==> config.mk <==
export PLATFORM = sky130hd
export DESIGN_NAME = piso_serializer
export DESIGN_NICKNAME = d
export VERILOG_FILES = /design/src/rtl/piso_serializer.sv
export SDC_FILE = /design/constraint.sdc
export NUM_CORES = 1
export LEC_CHECK = 0
export BUFFER_PORTS_ARGS = -buffer_cell sky130_fd_sc_hd__buf_2
export CORE_AREA = 2 2 39 41
export CTS_CLUSTER_SIZE = 8
export DETAILED_ROUTE_END_ITERATION = 16
export DIE_AREA = 0 0 41 43
export GPL_ROUTABILITY_DRIVEN = 1
export HOLD_SLACK_MARGIN = 0.15
export SLEW_MARGIN = 20
export SYNTH_ARGS = -nofsm -noshare
export SYNTH_HDL_FRONTEND = slang
export SYNTH_SLANG_ARGS = --single-unit
export TNS_END_PERCENT = 5
==> constraint.sdc <==
create_clock -name clk -period 1.7 [get_ports clk]
set_input_delay 0.425 -clock clk [delete_from_list [all_inputs] [get_ports clk]]
set_output_delay 0.425 -clock clk [all_outputs]
set_load 0.05 [all_outputs]
==> src/rtl/piso_serializer.sv <==
// Parallel-in, serial-out serializer with valid/ready input handshake.
// Emits one bit per clock with a valid strobe and a last-bit marker.
module piso_serializer #(
    parameter int WIDTH     = 4,
    parameter bit LSB_FIRST = 1'b0
) (
    input  logic             clk,
    input  logic             reset,
    input  logic [WIDTH-1:0] din,
    input  logic             din_valid,
    output logic             din_ready,
    output logic             d_out,
    output logic             d_out_valid,
    output logic             last,
    output logic             busy
);

    localparam int CW = (WIDTH > 1) ? $clog2(WIDTH) : 1;
    localparam logic [CW-1:0] CNT_LAST = CW'(WIDTH - 1);

    typedef enum logic {
        IDLE  = 1'b0,
        SHIFT = 1'b1
    } state_t;

    state_t           state;
    state_t           state_next;
    logic [WIDTH-1:0] shreg;
    logic [WIDTH-1:0] shreg_next;
    logic [WIDTH-1:0] shreg_shifted;
    logic [CW-1:0]    cnt;
    logic [CW-1:0]    cnt_next;
    logic             at_last;
    logic             in_shift;
    logic             accept;
    logic             head_bit;

    // Shift direction and output tap depend only on bit order.
    always_comb begin
        if (LSB_FIRST) begin
            shreg_shifted = {1'b0, shreg[WIDTH-1:1]};
            head_bit      = shreg[0];
        end else begin
            shreg_shifted = {shreg[WIDTH-2:0], 1'b0};
            head_bit      = shreg[WIDTH-1];
        end
    end

    // Handshake and next-state logic; ready depends on registered state only.
    always_comb begin
        in_shift   = (state == SHIFT);
        at_last    = (cnt == CNT_LAST);
        din_ready  = !in_shift || at_last;
        accept     = din_valid && din_ready;
        state_next = state;
        shreg_next = shreg;
        cnt_next   = cnt;
        if (accept) begin
            state_next = SHIFT;
            shreg_next = din;
            cnt_next   = '0;
        end else begin
            unique case (state)
                IDLE: begin
                    state_next = IDLE;
                end
                SHIFT: begin
                    if (at_last) begin
                        state_next = IDLE;
                    end else begin
                        shreg_next = shreg_shifted;
                        cnt_next   = cnt + CW'(1);
                    end
                end
                default: begin
                    state_next = IDLE;
                end
            endcase
        end
    end

    // Serial outputs are gated by state so IDLE always presents zeros.
    always_comb begin
        d_out_valid = in_shift;
        busy        = in_shift;
        last        = in_shift && at_last;
        d_out       = in_shift && head_bit;
    end

    // State register; reset clears everything without waiting for clk.
    always_ff @(posedge clk or negedge reset) begin
        if (!reset) begin
            state <= IDLE;
            shreg <= '0;
            cnt   <= '0;
        end else begin
            state <= state_next;
            shreg <= shreg_next;
            cnt   <= cnt_next;
        end
    end

endmodule

==> run_results.csv, run 1 <==
group,metric,value,unit
synthesis,yosysTopAreaCell,"dfrtp_1",
finish,final_layout_size_suffix_gt1_frac,0.489,
setup_path,crit_type,"flop to output port",
pwr,ir_drop,0.00108,V
setup_path,cp_data_required_time,1.27,ns
sta,worst_slew_pin_slew,0.249,ns
finish,final_nets,54,
floorplanning,row_count,14,
floorplanning,initial_core_util,0.267,
detailed_routing,vias,244,
sta,drv_slew,0,
run_status,status,"finished clean",
synthesis,netlist_top_cells_area,"dfrtp_1 (47%), mux2i_1 (11%), buf_6 (6.1%)",
synthesis,syn_nets,39,
clocking,cts_tree,"built",
detailed_routing,wl_per_cell,9.38,µm
clocking,post-cts-setup-buffers,0,
sta,tns,0,ns
setup_path,startpoint_type,"flop",
synthesis,yosysUniqueCellTypes,14,
global_route,grt_pass1_vias,225,
synthesis,ys_seq_area_frac,0.475,
place,place_hpwl,464,µm
finish,stdcell_count,61,
setup_path,cp_max_fo,2,
detailed_routing,via_per_inst,4.00,
place,routabilityCongestion,0.705,
detailed_routing,drc,0,
setup_path,crit_path_end_kind,"output port",
pwr,leakage,0.233,nW
floorplanning,ios,12,
global_route,antenna_found_initial,0,
finish,antenna_cells,0,
sta,period_minus_slack,1.62,ns
detailed_routing,drt_iter0_markers,3,
sta,timing.final.crit_share,0.950,
synthesis,synth-seq-cells,7,
clocking,cts_root_buf,"clkbuf_4",
sta,clock_skew,0.00233,ns
detailed_routing,first_pass_iters,3,
sta,hold_violations,0,
floorplanning,die_h,43,µm
synthesis,syn_area,369,µm²
place,place_inst,56,
floorplanning,core_area,1380,µm²
floorplanning,die_x,41,µm
synthesis,syn_area_per_cell,11.9,µm²
detailed_routing,ant_nets,0,
synthesis,synth_top_area_share,0.475,
clocking,insertion_delay,0.25,ns
detailed_routing,wirelength,572,µm
clocking,clk_pin_slew,0.05,ns
sta,maxSlewHeadroom,0.835,
clocking,clock_path_buffers,2,
global_route,grt_max_degree,11,
global_route,grt_pass1_wl,903,µm
floorplanning,die_area,1760,µm²
clocking,ctsHtreeMaxLevel,1,
clocking,numClockSinks,7,
sta,rsz0062_at_grt,"false",
synthesis,yosysWarnings,0,
finish,area_delta_synth_final,30.2,%
setup_path,arrival,1.19,ns
global_route,grt_usage,0.0832,
clocking,cts_buffers,3,
place,io_buffers,11,
pwr,power_density,2090,nW/µm²
global_route,grt-ovfl-total,0,
finish,fillers,148,
sta,fmax,619,MHz
min_path,hold_path.class,"primary input to flop",
synthesis,syn_inst,31,
flow_run,max-cap-violations,0,
sta,setup_viol,0,
## power breakdown
| part | total, mW | switching [mW] | internal [mW] |
|---|---|---|---|
| logic | 0.560 | 0.335 | 0.225 |
| clock network | 0.150 | 0.0605 | 0.0895 |
| registers | 0.294 | 0.0572 | 0.237 |
## sequential cells by signal, indices dropped and copies added (netlist names)
signal and flops:
busy 1, shreg 4, cnt 2
## per-layer routing
layer	up-vias	track usage	wire (µm)
li1	130	-	-
met1	104	0.0997	267
met2	10	0.106	246
met3	0	0.0471	57
met4	0	0.0600	0
met5	-	0	0
## worst max-delay path, stage by stage (launching register included)
cell	delay, ns
dfrtp_2	0.44
ha_4	0.18
nor2b_4	0.13
inv_4	0.05
buf_6	0.14
## through the flow
stage	total power [mW]	setup slack, ns	util	instance area (µm²)	hold slack [ns]
CTS	0.989	0.0119	0.336	465	0.425
global route	1.09	0.0284	0.347	480	0.431
finish	1.00	0.0847	0.347	480	0.428
detailed placement	0.812	0.210	0.305	422	0.268
global placement	0.799	0.233	0.305	422	0.267
floorplan	0.737	0.126	-	369	0.129
## worst paths after layout
path,slack (ns),endpoint,from,depth (start not counted)
max in group asynchronous,1.00,cnt[0],reset,2
max,0.08,din_ready,cnt[0],4
max reg2reg,0.47,cnt[0],cnt[0],5
min,0.43,shreg[0],din[0],3
min in group asynchronous,0.53,busy,reset,2
min reg2reg,0.49,shreg[1],shreg[0],2
## cell usage after synthesis (all sizes together)
| library cell | instances |
|---|---|
| and2 | 2 |
| buf | 3 |
| dfrtp | 7 |
| ha | 1 |
| inv | 1 |
| mux2i | 5 |
| nand2 | 4 |
| nand2b | 1 |
| nor2 | 1 |
| nor2b | 1 |
| o21ai | 4 |
| or2 | 1 |
## cell usage in the layout, fill, tap and decap left out
cell type	synthesis	routed
nand2_1	4	4
buf_4	1	2
mux2i_4	1	1
mux2i_1	4	4
ha_4	0	1
dfrtp_2	0	1
inv_4	1	1
or2_4	1	1
clkbuf_4	0	3
buf_2	0	9
nor2_1	1	1
dlygate4sd3_1	0	1
dfrtp_1	7	6
nor2b_4	1	1
buf_6	2	1
nand2b_2	1	1
and2_1	2	2
o21ai_1	4	4
clkbuf_1	0	1
## kinds of logic after synthesis
family                     count (synthesis)  synth area share
adders and majority gates                  1            0.0339
DFF                                        7             0.475
buffers and inverters                      4            0.0983
muxes                                      5             0.169
AOI/OAI and AO/OA                          4            0.0542
and+or+nand+nor                           10             0.169
## layout make-up
type / instances / area [µm²] / area share
Clock buffer: 4 / 26.3 / 0.0547
Inverter: 1 / 6.26 / 0.0130
Multi-Input combinational cell: 20 / 170 / 0.354
Sequential cell: 7 / 176 / 0.367
Tap cell: 16 / 20.0 / 0.0417
Timing Repair Buffer: 13 / 81.3 / 0.169
## what timing repair did
action,CTS,global route
pin swaps,1,0
hold endpoints to repair,7,0
hold buffers,1,0
setup endpoints to repair,2,1
resized for setup,3,3
(Power assumes the default switching activity.)
==> run 2, diff against run 1 <==
--- a/config.mk
+++ b/config.mk
@@ -12,6 +12,7 @@
 export DIE_AREA = 0 0 41 43
 export GPL_ROUTABILITY_DRIVEN = 1
 export HOLD_SLACK_MARGIN = 0.15
+export SETUP_SLACK_MARGIN = 0.1
 export SLEW_MARGIN = 20
 export SYNTH_ARGS = -nofsm -noshare
 export SYNTH_HDL_FRONTEND = slang
==> run_results.csv, run 2 (synthesized netlist as in run 1, its figures left out) <==
group,metric,value,unit
run_status,status,"finished clean",
sta,maxSlewHeadroom,0.835,
sta,drv_slew,0,
place,io_buffers,11,
detailed_routing,ant_nets,0,
floorplanning,die_h,43,µm
clocking,cts_tree,"built",
place,place_hpwl,464,µm
floorplanning,initial_core_util,0.267,
finish,final_layout_size_suffix_gt1_frac,0.500,
setup_path,rr_startpoint,"cnt[0]",
clocking,cts_buffers,3,
setup_path,reg2reg_to,"cnt[0]",
sta,fmax,628,MHz
detailed_routing,via_per_inst,3.97,
detailed_routing,drc,0,
finish,largest_reg_flops,4,
sta,clock_skew,0.00318,ns
finish,antenna_cells,0,
pwr,leakage,0.249,nW
detailed_routing,vias,254,
detailed_routing,drt_iter0_markers,3,
finish,final_common_cell,"buf_2",
clocking,clk_pin_slew,0.05,ns
setup_path,cp_data_required_time,1.27,ns
setup_path,crit_type,"flop to output port",
min_path,worstHoldEndpoint,"shreg[0]",
finish,area_delta_synth_final,34.2,%
pwr,power.share.sequential,0.258,
global_route,grt_usage,0.0913,
global_route,antenna_found_initial,0,
floorplanning,die_area,1760,µm²
detailed_routing,first_pass_iters,3,
sta,hold_violations,0,
floorplanning,die_x,41,µm
clocking,numClockSinks,7,
clocking,ctsHtreeMaxLevel,1,
min_path,hold_path.class,"primary input to flop",
pwr,comb_power_share,0.599,
finish,final_nets,57,
setup_path,arrival,1.17,ns
floorplanning,ios,12,
place,routabilityCongestion,0.705,
clocking,clock_path_buffers,2,
setup_path,reg2regPathDepth,5,
pwr,pwr-share-clk,0.142,
min_path,hp-start,"din[0]",
min_path,whs_path_depth,3,
flow_run,max-cap-violations,0,
pwr,p_sw,0.462,mW
sta,rsz0062_at_grt,"true",
global_route,grt_pass1_wl,1000,µm
sta,setup_viol,0,
sta,tns,0,ns
detailed_routing,wl_per_cell,9.81,µm
floorplanning,row_count,14,
pwr,ir_drop,0.000994,V
sta,fin_hold_ws,0.428,ns
pwr,switching_share,0.436,
setup_path,startpoint_type,"flop",
sta,period_minus_slack,1.59,ns
setup_path,crit_path_end_kind,"output port",
setup_path,r2r_setup_slack,0.47,ns
global_route,grt_max_degree,11,
finish,fillers,146,
floorplanning,core_area,1380,µm²
clocking,cts_root_buf,"clkbuf_4",
global_route,grt-ovfl-total,0,
sta,worst_slew_pin_slew,0.249,ns
finish,layout_common_cells,"buf_2 (9), dfrtp_1 (7), buf_4 (5)",
finish,top_register,"shreg",
setup_path,cp_max_fo,2,
pwr,internal-power,0.597,mW
detailed_routing,wirelength,628,µm
sta,timing.final.crit_share,0.936,
clocking,insertion_delay,0.25,ns
global_route,grt_pass1_vias,244,
pwr,power_density,2140,nW/µm²
-- run 2: cell types whose count changed in the layout (fill, tap and decap cells not counted) --
cell     previous run  this run
buf_8               0         1
dfrtp_1             6         7
ha_4                1         0
dfrtp_2             1         0
buf_4               2         5
ha_2                0         1
buf_6               1         0
-- run 2: metrics by stage --
stage / power (mW) / std cells / setup WS [ns] / utilization / cell area, µm²
detailed placement: 0.812 / 56 / 0.210 / 0.305 / 422
global placement: 0.799 / 56 / 0.233 / 0.305 / 422
CTS: 1.07 / 64 / 0.0973 / 0.358 / 495
finish: 1.06 / 64 / 0.108 / 0.358 / 495
global route: 1.14 / 64 / 0.0625 / 0.358 / 495
floorplan: 0.737 / 31 / 0.126 / - / 369
-- run 2: final cells by class --
cell class,count,area [µm²],share of cell area
sequential,7,175,0.354
multi-input combinational,20,160,0.323
timing repair buffer,16,108,0.217
clock buffer,4,26.3,0.0530
tap,16,20.0,0.0404
inverter,1,6.26,0.0126
-- run 2: worst max-delay path: stages, from the launching register on --
cell and delay (ns):
dfrtp_1 0.39, ha_2 0.20, nor2b_4 0.14, inv_4 0.04, buf_8 0.14
-- run 2: worst max-delay path by stage --
| stage | startpoint | slack (ns) | end | cells past startpoint |
|---|---|---|---|---|
| finish | cnt[0] | 0.11 | din_ready | 4 |
| global route | cnt[1] | 0.06 | din_ready | 4 |
| CTS | cnt[1] | 0.1 | din_ready | 4 |
| detailed placement | cnt[0] | 0.21 | din_ready | 4 |
| global placement | cnt[0] | 0.23 | din_ready | 4 |
| floorplan | busy | 0.13 | d_out | 1 |
-- run 2: power groups by stage --
stage | registers [mW] | clock network (mW) | logic [mW]
3_5_place_dp | 0.286 | 0 | 0.526
4_1_cts | 0.273 | 0.156 | 0.640
5_1_grt | 0.279 | 0.169 | 0.692
3_3_place_gp | 0.282 | 0 | 0.517
6_report | 0.274 | 0.151 | 0.635
2_1_floorplan | 0.304 | 0 | 0.433
-- run 2: routing by layer --
metal | track usage | vias to the layer above | part of all wire
li1 | - | 134 | -
met1 | 0.113 | 110 | 0.45
met2 | 0.119 | 10 | 0.47
met3 | 0.0471 | 0 | 0.081
met4 | 0.0600 | 0 | 0
met5 | 0 | - | 0
-- run 2: timing repair --
| item | 4_1_cts | 5_1_grt |
|---|---|---|
| endpoints found under the setup margin | 2 | 2 |
| endpoints found under the hold margin | 7 | 0 |
| hold buffers | 1 | 0 |
| gates resized for setup | 5 | 0 |
| pin swaps | 1 | 0 |
| buffers inserted | 3 | 0 |
==> run 3, diff against run 2 <==
--- a/config.mk
+++ b/config.mk
@@ -7,6 +7,7 @@
 export LEC_CHECK = 0
 export BUFFER_PORTS_ARGS = -buffer_cell sky130_fd_sc_hd__buf_2
 export CORE_AREA = 2 2 39 41
+export CTS_BUF_LIST = sky130_fd_sc_hd__clkbuf_8 sky130_fd_sc_hd__clkbuf_16
 export CTS_CLUSTER_SIZE = 8
 export DETAILED_ROUTE_END_ITERATION = 16
 export DIE_AREA = 0 0 41 43
==> run_results.csv, run 3 (synthesized netlist as in run 1, its figures left out) <==
group,metric,value,unit
finish,final_nets,58,
detailed_routing,via_per_inst,3.97,
pwr,power_density,2210,nW/µm²
finish,multi_input_area,160,µm²
setup_path,path_cells,"ha_2 > nor2b_4 > inv_4 > buf_8",
detailed_routing,wl_per_cell,10.0,µm
sta,maxSlewHeadroom,0.835,
pwr,switching_share,0.413,
pwr,leakage,0.265,nW
sta,period_minus_slack,1.58,ns
sta,drv_slew,0,
place,place_hpwl,464,µm
place,routabilityCongestion,0.705,
finish,largest_reg_flops,4,
floorplanning,die_area,1760,µm²
pwr,power.share.sequential,0.238,
clocking,ctsHtreeMaxLevel,1,
sta,setup_viol,0,
clocking,cts_tree,"built",
global_route,grt_pass1_vias,246,
setup_path,cp_slowest_cell,"dfrtp_1",
detailed_routing,drt_iter0_markers,3,
clocking,cts_buffers,3,
floorplanning,initial_core_util,0.267,
detailed_routing,ant_nets,0,
setup_path,crit_buf_inv,2,
finish,regArea,175,µm²
detailed_routing,drc,0,
finish,top_register,"shreg",
floorplanning,die_x,41,µm
setup_path,startpoint_type,"flop",
setup_path,max_stage_delay,0.39,ns
floorplanning,ios,12,
detailed_routing,first_pass_iters,3,
sta,worst_slew_pin_slew,0.249,ns
sta,hold_violations,0,
run_status,status,"finished clean",
finish,layout_common_cells,"buf_2 (9), dfrtp_1 (7), buf_4 (6)",
clocking,numClockSinks,7,
setup_path,cp_max_fo,2,
finish,antenna_cells,0,
finish,fillers,145,
global_route,grt_max_degree,11,
sta,fmax,634,MHz
pwr,comb_power_share,0.566,
global_route,grt-ovfl-total,0,
sta,timing.final.crit_share,0.928,
global_route,antenna_found_initial,0,
setup_path,cp_data_required_time,1.27,ns
pwr,ir_drop,0.00111,V
place,place_area,422,µm²
place,io_buffers,11,
flow_run,max-cap-violations,0,
setup_path,arrival,1.15,ns
pwr,p_sw,0.476,mW
clocking,clock_path_buffers,2,
clocking,insertion_delay,0.22,ns
pwr,pwr-share-clk,0.196,
floorplanning,row_count,14,
detailed_routing,wirelength,650,µm
floorplanning,core_area,1380,µm²
setup_path,crit_family,"flip-flops",
clocking,clk_pin_slew,0.04,ns
sta,tns,0,ns
finish,fin_area,522,µm²
global_route,grt_pass1_wl,966,µm
global_route,grt_usage,0.0862,
finish,final_common_cell,"buf_2",
floorplanning,die_h,43,µm
finish,final_layout_size_suffix_gt1_frac,0.510,
finish,area_delta_synth_final,41.4,%
clocking,cts_root_buf,"clkbuf_8",
sta,rsz0062_at_grt,"false",
min_path,hold_path.class,"primary input to flop",
setup_path,crit_type,"flop to output port",
detailed_routing,vias,258,
pwr,internal-power,0.678,mW
sta,clock_skew,0.00202,ns
setup_path,crit_path_end_kind,"output port",
run 3: cell types whose count changed in the layout (fill, tap and decap cells not counted), sizes merged:
cell,change
buf,+1
inv,+1
clkbuf,-1
run 3: final cells by class:
class                           instances  share of cell area
Multi-Input combinational cell         20               0.307
Tap cell                               16              0.0384
Sequential cell                         7               0.336
Clock buffer                            3              0.0791
Clock inverter                          1             0.00719
Timing Repair Buffer                   17               0.221
Inverter                                1              0.0120
run 3: stage by stage:
| stage | hold slack, ns | instances | setup WS [ns] | total power [mW] | util |
|---|---|---|---|---|---|
| final | 0.453 | 65 | 0.123 | 1.15 | 0.377 |
| after global routing | 0.464 | 65 | 0.0917 | 1.23 | 0.377 |
| after CTS | 0.452 | 63 | 0.116 | 1.11 | 0.363 |
| after detailed placement | 0.268 | 56 | 0.210 | 0.812 | 0.305 |
| after global placement | 0.267 | 56 | 0.233 | 0.799 | 0.305 |
| after floorplan | 0.129 | 31 | 0.126 | 0.737 | - |
run 3: final timing paths:
kind	start	end	slack, ns	cells past startpoint
hold / removal	din[0]	shreg[0]	0.45	3
max in group asynchronous	reset	shreg[0]	0.98	2
setup / recovery	cnt[0]	din_ready	0.12	4
min in group asynchronous	reset	busy	0.56	2
hold reg to reg	shreg[0]	shreg[1]	0.48	2
setup reg to reg	cnt[0]	cnt[0]	0.47	5
run 3: routing by layer:
| metal | part of all wire | vias up | global-route usage |
|---|---|---|---|
| li1 | - | 135 | - |
| met1 | 0.47 | 113 | 0.106 |
| met2 | 0.46 | 10 | 0.119 |
| met3 | 0.074 | 0 | 0.0314 |
| met4 | 0 | 0 | 0.0600 |
| met5 | 0 | - | 0 |
run 3: power groups by stage:
stage | Clock [mW] | Combinational (mW) | Sequential [mW]
2_1_floorplan | 0 | 0.433 | 0.304
5_1_grt | 0.244 | 0.707 | 0.280
6_report | 0.227 | 0.653 | 0.275
3_3_place_gp | 0 | 0.517 | 0.282
4_1_cts | 0.233 | 0.605 | 0.274
3_5_place_dp | 0 | 0.526 | 0.286
run 3: repair_timing:
| item | in CTS | in global routing |
|---|---|---|
| buffers inserted | 2 | 2 |
| pin swaps | 1 | 1 |
| endpoints found under the setup margin | 2 | 1 |
| hold endpoints to repair | 7 | 0 |
| hold buffers | 1 | 0 |
| resized for setup | 4 | 1 |
run 3: worst min-delay path, cell delays in order:
cell     delay (ns)
buf_2          0.08
mux2i_1        0.05
nor2_1         0.08
